`config.mk`:
```
export PLATFORM = sky130hd
export DESIGN_NAME = regpair_file
export DESIGN_NICKNAME = d
export VERILOG_FILES = /design/src/rtl/regpair_file.sv
export SDC_FILE = /design/constraint.sdc
export NUM_CORES = 1
export LEC_CHECK = 0
export BUFFER_PORTS_ARGS = -buffer_cell sky130_fd_sc_hd__buf_2
export CAP_MARGIN = 25
export CORE_AREA = 2 2 114 116
export CTS_CLUSTER_SIZE = 12
export DETAILED_ROUTE_END_ITERATION = 6
export DIE_AREA = 0 0 116 118
export PLACE_DENSITY = 0.77
export SLEW_MARGIN = 20
export SYNTH_ARGS = -nofsm -noshare
export SYNTH_HDL_FRONTEND = slang
export SYNTH_SLANG_ARGS = --single-unit
```
`constraint.sdc`:
```
create_clock -name clk_i -period 2.7 [get_ports clk_i]
set_input_delay 0.135 -clock clk_i [delete_from_list [all_inputs] [get_ports clk_i]]
set_output_delay 0.135 -clock clk_i [all_outputs]
set_load 0.02 [all_outputs]
```
`src/rtl/regpair_file.sv`:
```
// rtl/regpair_file.sv - register-pair file with address latch, two-phase inc/dec unit and pair exchange
// Pairs are {hi, lo}; the IDU adds/subtracts on the address latch low half first, then the high half.
module regpair_file #(
  parameter int HALF_W    = 8,
  parameter int NUM_PAIRS = 6,
  parameter int XCHG_A    = 1,
  parameter int XCHG_B    = 2,
  parameter int SW        = $clog2(NUM_PAIRS)
) (
  input  logic                  clk_i,
  input  logic                  rst_i,
  input  logic [SW-1:0]         sel_i,
  input  logic [HALF_W-1:0]     dbus_in_i,
  output logic [HALF_W-1:0]     dbus_out_o,
  input  logic                  hi_wr_i,
  input  logic                  lo_wr_i,
  input  logic                  hi_rd_i,
  input  logic                  lo_rd_i,
  input  logic                  pair_to_addr_i,
  output logic [2*HALF_W-1:0]   addr_out_o,
  input  logic                  idu_start_i,
  input  logic                  idu_dec_i,
  input  logic                  idu_step2_i,
  input  logic                  xchg_i,
  output logic                  idu_busy_o,
  output logic                  idu_done_o,
  output logic                  idu_wrap_o
);

  localparam int AW = 2 * HALF_W;
  localparam logic [1:0] S_IDLE = 2'd0;
  localparam logic [1:0] S_LOW  = 2'd1;
  localparam logic [1:0] S_HIGH = 2'd2;

  logic [HALF_W-1:0] hi_q [NUM_PAIRS];
  logic [HALF_W-1:0] lo_q [NUM_PAIRS];
  logic [1:0]        state_q, state_d;
  logic [AW-1:0]     addr_q;
  logic [HALF_W-1:0] temp_q;
  logic              carry_q;
  logic [SW-1:0]     tgt_q;
  logic              dec_q, step2_q;
  logic              done_q, wrap_q;

  logic              sel_ok, wb, xchg_en, start_ok;
  logic [HALF_W:0]   step_v, lo_calc, hi_calc;

  assign sel_ok   = ({1'b0, sel_i} < (SW+1)'(NUM_PAIRS));
  assign wb       = (state_q == S_HIGH);
  assign start_ok = (state_q == S_IDLE) && idu_start_i && sel_ok;
  // A writeback into either exchanged pair wins; the exchange is dropped entirely.
  assign xchg_en  = xchg_i && !(wb && (tgt_q == SW'(XCHG_A) || tgt_q == SW'(XCHG_B)));

  assign step_v  = step2_q ? (HALF_W+1)'(2) : (HALF_W+1)'(1);
  assign lo_calc = dec_q ? ({1'b0, addr_q[HALF_W-1:0]} - step_v)
                         : ({1'b0, addr_q[HALF_W-1:0]} + step_v);
  assign hi_calc = dec_q ? ({1'b0, addr_q[AW-1:HALF_W]} - (HALF_W+1)'(carry_q))
                         : ({1'b0, addr_q[AW-1:HALF_W]} + (HALF_W+1)'(carry_q));

  always_comb begin
    dbus_out_o = '0;
    if (sel_ok) begin
      if (hi_rd_i)      dbus_out_o = hi_q[sel_i];
      else if (lo_rd_i) dbus_out_o = lo_q[sel_i];
    end
  end

  always_comb begin
    state_d = state_q;
    case (state_q)
      S_IDLE:  if (start_ok) state_d = S_LOW;
      S_LOW:   state_d = S_HIGH;
      S_HIGH:  state_d = S_IDLE;
      default: state_d = S_IDLE;
    endcase
  end

  always_ff @(posedge clk_i) begin
    if (rst_i) begin
      state_q <= S_IDLE;
      addr_q  <= '0;
      temp_q  <= '0;
      carry_q <= 1'b0;
      tgt_q   <= '0;
      dec_q   <= 1'b0;
      step2_q <= 1'b0;
      done_q  <= 1'b0;
      wrap_q  <= 1'b0;
    end else begin
      state_q <= state_d;
      done_q  <= wb;
      // Carry out of the high half is exactly a wrap of the full-width result.
      wrap_q  <= wb & hi_calc[HALF_W];
      if (start_ok) begin
        tgt_q   <= sel_i;
        dec_q   <= idu_dec_i;
        step2_q <= idu_step2_i;
      end
      if (state_q == S_LOW) begin
        temp_q  <= lo_calc[HALF_W-1:0];
        carry_q <= lo_calc[HALF_W];
      end
      if (wb)
        addr_q <= {hi_calc[HALF_W-1:0], temp_q};
      else if ((state_q == S_IDLE) && pair_to_addr_i && sel_ok)
        addr_q <= {hi_q[sel_i], lo_q[sel_i]};
    end
  end

  always_ff @(posedge clk_i) begin
    for (int i = 0; i < NUM_PAIRS; i++) begin
      if (rst_i) begin
        hi_q[i] <= '0;
        lo_q[i] <= '0;
      end else if (wb && (tgt_q == SW'(i))) begin
        hi_q[i] <= hi_calc[HALF_W-1:0];
        lo_q[i] <= temp_q;
      end else if (xchg_en && (i == XCHG_A)) begin
        hi_q[i] <= hi_q[XCHG_B];
        lo_q[i] <= lo_q[XCHG_B];
      end else if (xchg_en && (i == XCHG_B)) begin
        hi_q[i] <= hi_q[XCHG_A];
        lo_q[i] <= lo_q[XCHG_A];
      end else if (sel_ok && (sel_i == SW'(i))) begin
        if (hi_wr_i) hi_q[i] <= dbus_in_i;
        if (lo_wr_i) lo_q[i] <= dbus_in_i;
      end
    end
  end

  assign addr_out_o = addr_q;
  assign idu_busy_o = (state_q != S_IDLE);
  assign idu_done_o = done_q;
  assign idu_wrap_o = wrap_q;

endmodule

```
* Word level (Yosys, flattened, before mapping) *
Memories as Yosys holds them, arrays and structs flattened.
Index checks and enable logic that the tools add are counted.

word-level totals
  memories kept = 2
  logic and storage cells = 202
  RAM bits = 96
  register bits after elaboration = 34

operators by class
  add/subtract/negate cells = 4
  equal/unequal tests = 13
  multiplexer cells = 119
  bitwise logic cells = 29
  order comparisons = 1
  reduce and logical (&&, ||, !) cells = 25

memory list
  name  words  width  rd ports  clocked after memory_dff  write ports  line  RTL
  hi_q  6      8      3         0                         6            35    logic [HALF_W-1:0] hi_q [NUM_PAIRS];
  lo_q  6      8      3         0                         6            36    logic [HALF_W-1:0] lo_q [NUM_PAIRS];

operator list
  cell                                                number
  two-way mux 8 bit                                   31
  two-way mux 1 bit                                   81
  two-way mux 16 bit                                  2
  OR 1 bit                                            28
  logical AND 1 bit                                   18
  two-way mux 9 bit                                   2
  == test 3 x 2 -> 1 bit (second input constant)      4
  == test 3 bit (second input constant)               4
  adder 8 x 1 -> 9 bit                                1
  adder 8 x 2 -> 9 bit                                1
  subtractor 8 x 1 -> 9 bit                           1
  subtractor 8 x 2 -> 9 bit                           1
  == test 3 x 1 -> 1 bit (second input constant)      2
  zero test 3 bit                                     2
  two-way mux 2 bit                                   2
  case mux 2 bit (2 select lines)                     1
  nonzero test 2 bit                                  2
  less-than comparator 3 bit (second input constant)  1
  == test 2 x 1 -> 1 bit (second input constant)      1
  == test 2 bit (second input constant)               1
  zero test 2 bit                                     1
  inequality test 2 bit (second input constant)       1
  AND 1 bit                                           1
  zero test 1 bit                                     1
  logical OR 1 bit                                    1

* Longest topological paths before layout *
Gate-level depths: netlist (run 1).

  depth in word-level cells = 11
  mapped depth = 9
  mapped depth without buffers = 9

* Worst setup path before layout (run 1) *
No wires, ideal clock.

  path type = flip-flop to flip-flop
  start point = register dec_q
  end point = memory hi_q[3][5], data pin
  slack = 0.208 ns
  required time = 2.440 ns
  arrival time = 2.231 ns
  stages on the path, launching flop included = 7
  path buffers = 0
  clock period less this slack = 2.492 ns
  cell sequence = dfxtp_1 -> nand2b_1 -> ha_1 -> nor2b_1 -> a221o_1 -> a211oi_2 -> a2bb2o_1

RTL lines
  what                      line  RTL
  start: declaration        42    logic dec_q, step2_q;
  start signal: assignment  96    dec_q <= idu_dec_i;
  end: declaration          35

==> results of run 1 <==
power by group:
| group | total, mW | switching (mW) | internal (mW) |
|---|---|---|---|
| registers | 2.34 | 0.0771 | 2.27 |
| logic | 0.815 | 0.508 | 0.307 |
| clock network | 2.18 | 0.835 | 1.34 |
| total | 5.34 | 1.42 | 3.92 |
kinds of logic (layout without fill, tap and decap cells):
kind of cell | count (synthesis) | after routing
AO/OA/AOI/OAI | 200 | 200
XOR/XNOR | 4 | 4
adder cells (fa/ha/maj) | 19 | 19
buffers and inverters | 84 | 146
flip-flops | 130 | 130
multiplexers | 53 | 53
AND/OR/NAND/NOR | 180 | 180
metrics by stage:
step	power, mW	hold slack, ns	instances
after detailed placement	3.16	0.399	870
after global routing	5.48	0.159	904
after global placement	3.13	0.384	870
after CTS	5.31	0.0960	904
after floorplan	2.88	0.269	670
final	5.34	0.112	904
layer usage:
layer | up-vias | GRT usage | wire length, um
met5 | - | 0 | 0
met3 | 66 | 0.0999 | 2820
li1 | 2709 | - | -
met4 | 0 | 0.128 | 726
met1 | 3004 | 0.446 | 8370
met2 | 445 | 0.509 | 10400
sequential cells by signal (all words and copies together), names as in the netlist:
| signal | count |
|---|---|
| step2_q | 1 |
| hi_q | 48 |
| carry_q | 1 |
| idu_done_o | 1 |
| dec_q | 1 |
| temp_q | 8 |
| idu_wrap_o | 1 |
| tgt_q | 3 |
| addr_out_o | 16 |
| state_q | 2 |
| lo_q | 48 |
cells in the mapped netlist, types with 3 or more instances:
cell       n
o21ai_0   21
mux2i_1    5
mux4_2    16
o21a_1     5
or4_1      3
and4_1     3
or3_1      6
o22ai_1    3
o31ai_1    5
buf_6      4
buf_1      4
mux2_2    32
clkbuf_2   4
nand2b_1  19
dfxtp_1   34
a21o_1    11
nor2b_1    8
edfxtp_1  96
a22oi_1   23
o21ai_1    9
nor2_1    56
nor3_1    13
a222oi_1  14
a221o_1    7
and3_1     6
nor4b_1    3
a31oi_1    5
buf_2     14
nand2_1   32
a211oi_1   4
nand3_1   15
clkbuf_1  35
inv_1     23
a21oi_1   13
ha_1      17
a22o_1    62
and2_1     6
critical path: stages, from the launching register on:
cell and delay (ns):
dfxtp_1 0.30, nand2b_1 0.20, buf_4 0.20, ha_1 0.33
a21o_1 0.19, a21oi_1 0.22, o21a_1 0.20, xnor2_1 0.22
a221o_1 0.42
worst paths after layout:
| check | startpoint | end | slack [ns] | depth (start not counted) |
|---|---|---|---|---|
| setup / recovery | dec_q$_SDFFE_PP0P_ | hi_q[2][6]$_DFFE_PP_ | 0.16 | 8 |
| hold / removal | idu_start_i | tgt_q[2]$_SDFFE_PP0P_ | 0.11 | 4 |
| setup reg to reg | dec_q$_SDFFE_PP0P_ | hi_q[2][6]$_DFFE_PP_ | 0.16 | 8 |
| hold reg to reg | step2_q$_SDFFE_PP0P_ | step2_q$_SDFFE_PP0P_ | 0.52 | 2 |
layout make-up:
| class | count | area, um^2 | area share |
|---|---|---|---|
| clock buffers | 20 | 437 | 0.0512 |
| multi-input cells | 456 | 3520 | 0.413 |
| clock inverters | 12 | 116 | 0.0136 |
| well taps | 172 | 215 | 0.0252 |
| inverters | 23 | 86.3 | 0.0101 |
| flip-flops and latches | 130 | 3560 | 0.418 |
| repair buffers | 91 | 593 | 0.0695 |
==> flow_summary.toml, run 1 <==
[status]
status = "completed"

[synthesis]
yosysTopAreaCell = "edfxtp_1"
synth_fa_ha_area_frac = 0.0339
synth.distinct_cells = 65
synth.area.top_cells = "edfxtp_1 39%, dfxtp_1 9.1%, a22o_1 7.3%"
syn_area_per_cell_um2 = 11.1
synth_top_flop_cell = "edfxtp_1"
synth_xor_xnor_area_share = 0.00471
yosysSeqAreaShare = 0.479
syn-num-nets = 711
synth_top_area_frac = 0.387
synth_top_family_by_area = "compound AO/OA/AOI/OAI gates"
postSynthCellCount = 670
muxShareOfSynthArea = 0.104
synth-warning-count = 0
ys_seq_elements = 130
synth_compound_area_frac = 0.207
netlist_area_um2 = 7440
synth_edf_count = 96
synthSimpleGateAreaFrac = 0.123
async_flop_share = 0

[critical_path]
arrival_ns = 2.70
worstSetupPathType = "flop to flop"
crit_fanout = 9
endpoint_kind = "flop"
cp.required_ns = 2.86
start_kind = "flop"

[clocking]
holdBufCountCts = 2
cts_root_buf = "clkbuf_16"
tritoncts = "yes"
numCtsBuffers = 17
cts-resized-gates = 0
h-tree-depth = 4
cts_buffer_depth = 2
postCtsSetupBuffers = 0
path_clk_slew_ns = 0.06
clock-sinks = 130
clock_latency_ns = 0.41

[floorplanning]
core_um2 = 12400
start_util = 0.600
die_area_um2 = 13700
die_w_um = 116
fp.dieH_um = 118
rows = 41
io-pin-count = 49

[detailed_routing]
firstDrtPassIters = 6
postRouteAntennaNets = 0
wl_um = 22300
wl_per_cell_um = 24.7
first_iter_violations = 769
drc = 0
num_vias = 6224
via_per_inst = 6.88

[sta]
fin_crit_sh = 0.942
worst_pin_slew_ns = 0.878
grt_setup_unrepaired = "false"
hold_viol = 0
setup_violations = 0
slew_violations = 0
timing.fmax_ghz = 0.393
fin_tns_setup_ns = 0
period_needed_ns = 2.54
worst_slack_ns = 0.157
slew_headroom = 0.410
clock_skew_ns = 0.0102

[place]
hpwlAfterDp_um = 15000
pre_cts_ws_ns = 0.243
place_congestion = 0.970
port_buffers = 48
dpl_cell_area_um2 = 7960

[power_and_ir_drop]
power.density_nw_per_um2 = 625
ir_worst_vdd_mv = 0.394
cellLeakagePower_nw = 3.45

[final_layout]
syn_to_final_growth_pct = 14.6
layout-drive-gt1-share = 0.235
postLayoutCoreUtil = 0.687
fin_nets = 760
num-fill-cells = 929
antennaDiodeCount = 0
layout_common_cells = "96 x edfxtp_1, 62 x a22o_1, 56 x nor2_1"
finalInstanceArea_um2 = 8530
final_common_cell = "edfxtp_1"

[grt]
globalRouteTotalUtil = 0.333
grt_pass1_vias = 5972
antenna_found_initial = 0
gr-total-overflow = 0
grt_max_degree = 44
grt_pass1_wl_um = 33700

[hold_path]
hold_path.class = "primary input to flop"

[run]
cap_violations = 0
No activity file was read; power rests on OpenSTA's default activity.
==> run 2, diff against run 1 <==
--- a/config.mk
+++ b/config.mk
@@ -5,13 +5,16 @@
 export SDC_FILE = /design/constraint.sdc
 export NUM_CORES = 1
 export LEC_CHECK = 0
+export ABC_AREA = 1
 export BUFFER_PORTS_ARGS = -buffer_cell sky130_fd_sc_hd__buf_2
 export CAP_MARGIN = 25
-export CORE_AREA = 2 2 114 116
+export CORE_AREA = 2 2 115 117
+export CTS_CLUSTER_DIAMETER = 40
 export CTS_CLUSTER_SIZE = 12
 export DETAILED_ROUTE_END_ITERATION = 6
-export DIE_AREA = 0 0 116 118
+export DIE_AREA = 0 0 117 119
 export PLACE_DENSITY = 0.77
+export RECOVER_POWER = 100
 export SLEW_MARGIN = 20
 export SYNTH_ARGS = -nofsm -noshare
 export SYNTH_HDL_FRONTEND = slang
==> flow_summary.toml, run 2 <==
[status]
status = "complete, but fails checks"
failed_checks = "max-capacitance violations, max-slew violations"

[synthesis]
muxShareOfSynthArea = 0
synth_fa_ha_area_frac = 0.0333
synth.most_common_cell = "nand2_1"
yosysTopAreaCell = "edfxtp_1"
synth_top_flop_cell = "edfxtp_1"
synth_xor_xnor_area_share = 0.00462
synth_compound_area_frac = 0.118
synth-warning-count = 0
postSynthCellCount = 951
syn_area_per_cell_um2 = 7.98
netlist_area_um2 = 7590
synth_common_cells = "284 x nand2_1, 118 x nand3_1, 97 x inv_1, 96 x edfxtp_1, 52 x o22ai_1"
synth_top_family_by_area = "simple AND/OR/NAND/NOR gates"
syn-num-nets = 992
synth.area.top_cells = "edfxtp_1 38%, nand2_1 14%, dfxtp_1 9.0%"
synth_edf_count = 96
synth_top_area_frac = 0.380
ys_seq_elements = 130
async_flop_share = 0
synth.distinct_cells = 34
synthSimpleGateAreaFrac = 0.294
yosysSeqAreaShare = 0.470

[clocking]
clock_latency_ns = 0.42
tritoncts = "yes"
cts_root_buf = "clkbuf_16"
clock-sinks = 130
h-tree-depth = 4
cts_buffer_depth = 2
cts-resized-gates = 0
path_clk_slew_ns = 0.06
holdBufCountCts = 0
postCtsSetupBuffers = 0
numCtsBuffers = 17

[detailed_routing]
wl_um = 23500
wl_per_cell_um = 19.6
num_vias = 7296
firstDrtPassIters = 5
postRouteAntennaNets = 0
first_iter_violations = 932
via_per_inst = 6.07
drc = 0

[power_and_ir_drop]
p_clk_frac = 0.415
seqPwrFrac = 0.421
cellLeakagePower_nw = 3.53
intPower_mw = 3.94
power.density_nw_per_um2 = 647
comb_power_share = 0.165
switching_share = 0.291
switching_power_mw = 1.62
ir_worst_vdd_mv = 0.522

[grt]
grt_max_degree = 31
globalRouteTotalUtil = 0.351
grt_pass1_vias = 6775
gr-total-overflow = 0
antenna_found_initial = 0
grt_pass1_wl_um = 36300

[sta]
clock_skew_ns = 0.00609
hold_viol = 0
fin_tns_setup_ns = 0
worst_pin_slew_ns = 1.50
timing.fmax_ghz = 0.395
setup_violations = 0
period_needed_ns = 2.53
slew_headroom = -0.00137
slew_violations = 1
grt_setup_unrepaired = "false"
fin_crit_sh = 0.938

[floorplanning]
fp.dieH_um = 119
die_w_um = 117
start_util = 0.590
rows = 42
core_um2 = 12900
io-pin-count = 49
die_area_um2 = 13900

[critical_path]
crit_fanout = 14
rr_worst_depth = 7
arrival_ns = 2.78
cp.required_ns = 2.95
start_kind = "flop"
worstSetupPathType = "flop to flop"
endpoint_kind = "flop"
r2r_slack_ns = 0.17

[place]
place_congestion = 0.967
place_inst = 1169
hpwlAfterDp_um = 16900
port_buffers = 48

[final_layout]
layout-drive-gt1-share = 0.0956
syn_to_final_growth_pct = 13.2
antennaDiodeCount = 0
final_common_cell = "nand2_1"
fin_nets = 1053
stdcell_count = 1201
layout_common_cells = "286 x nand2_1, 120 x nand3_1, 101 x inv_1"

[hold_path]
hold_path_depth = 3
hold_path.class = "primary input to flop"

[run]
cap_violations = 1
run 2: cell types whose count changed after synthesis, moves of 21 or more:
cell,change
a21oi_1,+31
a22o_1,-62
a22oi_1,-23
clkbuf_1,-24
inv_1,+74
mux2_2,-32
nand2_1,+252
nand3_1,+103
nor2_1,-21
o21ai_0,+23
o22ai_1,+49
run 2: worst paths after layout:
kind                                               from                    to
worst max-delay path            state_q[0]$_SDFFE_PP0P_  hi_q[3][1]$_DFFE_PP_
worst min register to register     step2_q$_SDFFE_PP0P_  step2_q$_SDFFE_PP0P_
worst max register to register  state_q[0]$_SDFFE_PP0P_  hi_q[3][1]$_DFFE_PP_
worst min-delay path                        idu_step2_i  step2_q$_SDFFE_PP0P_
run 2: critical path, cell delays in order, from the launching register on:
cell,delay [ns]
dfxtp_1,0.37
inv_1,0.09
nand2_1,0.36
nor2_1,0.36
nand3_1,0.17
nor2_1,0.37
inv_1,0.35
o22ai_1,0.28
run 2: logic make-up after synthesis:
group | count (synthesis)
AND/OR/NAND/NOR | 490
XOR/XNOR | 4
buffers and inverters | 149
AO/OA/AOI/OAI | 159
adder cells (fa/ha/maj) | 19
flip-flops | 130
run 2: layout make-up:
class | instances | area, um^2
Clock buffer | 23 | 543
Clock inverter | 9 | 65.1
Fill cell | 1136 | 4290
Inverter | 117 | 439
Multi-Input combinational cell | 672 | 3380
Sequential cell | 130 | 3560
Tap cell | 176 | 220
Timing Repair Buffer | 74 | 377
run 2: per-layer routing:
metal	up-vias	track usage	wire (um)
met3	88	0.0641	2490
li1	3364	-	-
met2	510	0.543	11000
met5	-	0	0
met4	0	0.196	1400
met1	3334	0.461	8630
run 2: power groups by stage:
stage	combinational, mW	clock [mW]	sequential, mW
2_1_floorplan	0.583	0	2.38
3_3_place_gp	0.895	0	2.37
3_5_place_dp	0.906	0	2.38
4_1_cts	0.912	2.29	2.34
5_1_grt	0.996	2.37	2.35
6_report	0.914	2.30	2.34
run 2: stage by stage:
stage	area [um^2]	total power, mW	util	setup WS, ns	hold slack, ns
global placement	8070	3.27	0.627	0.377	0.434
detailed placement	8070	3.28	0.627	0.327	0.439
CTS	8680	5.54	0.674	0.299	0.00683
global route	8590	5.71	0.667	0.0356	0.0265
finish	8590	5.56	0.667	0.168	0.00559
floorplan	7590	2.97	-	0.560	0.325
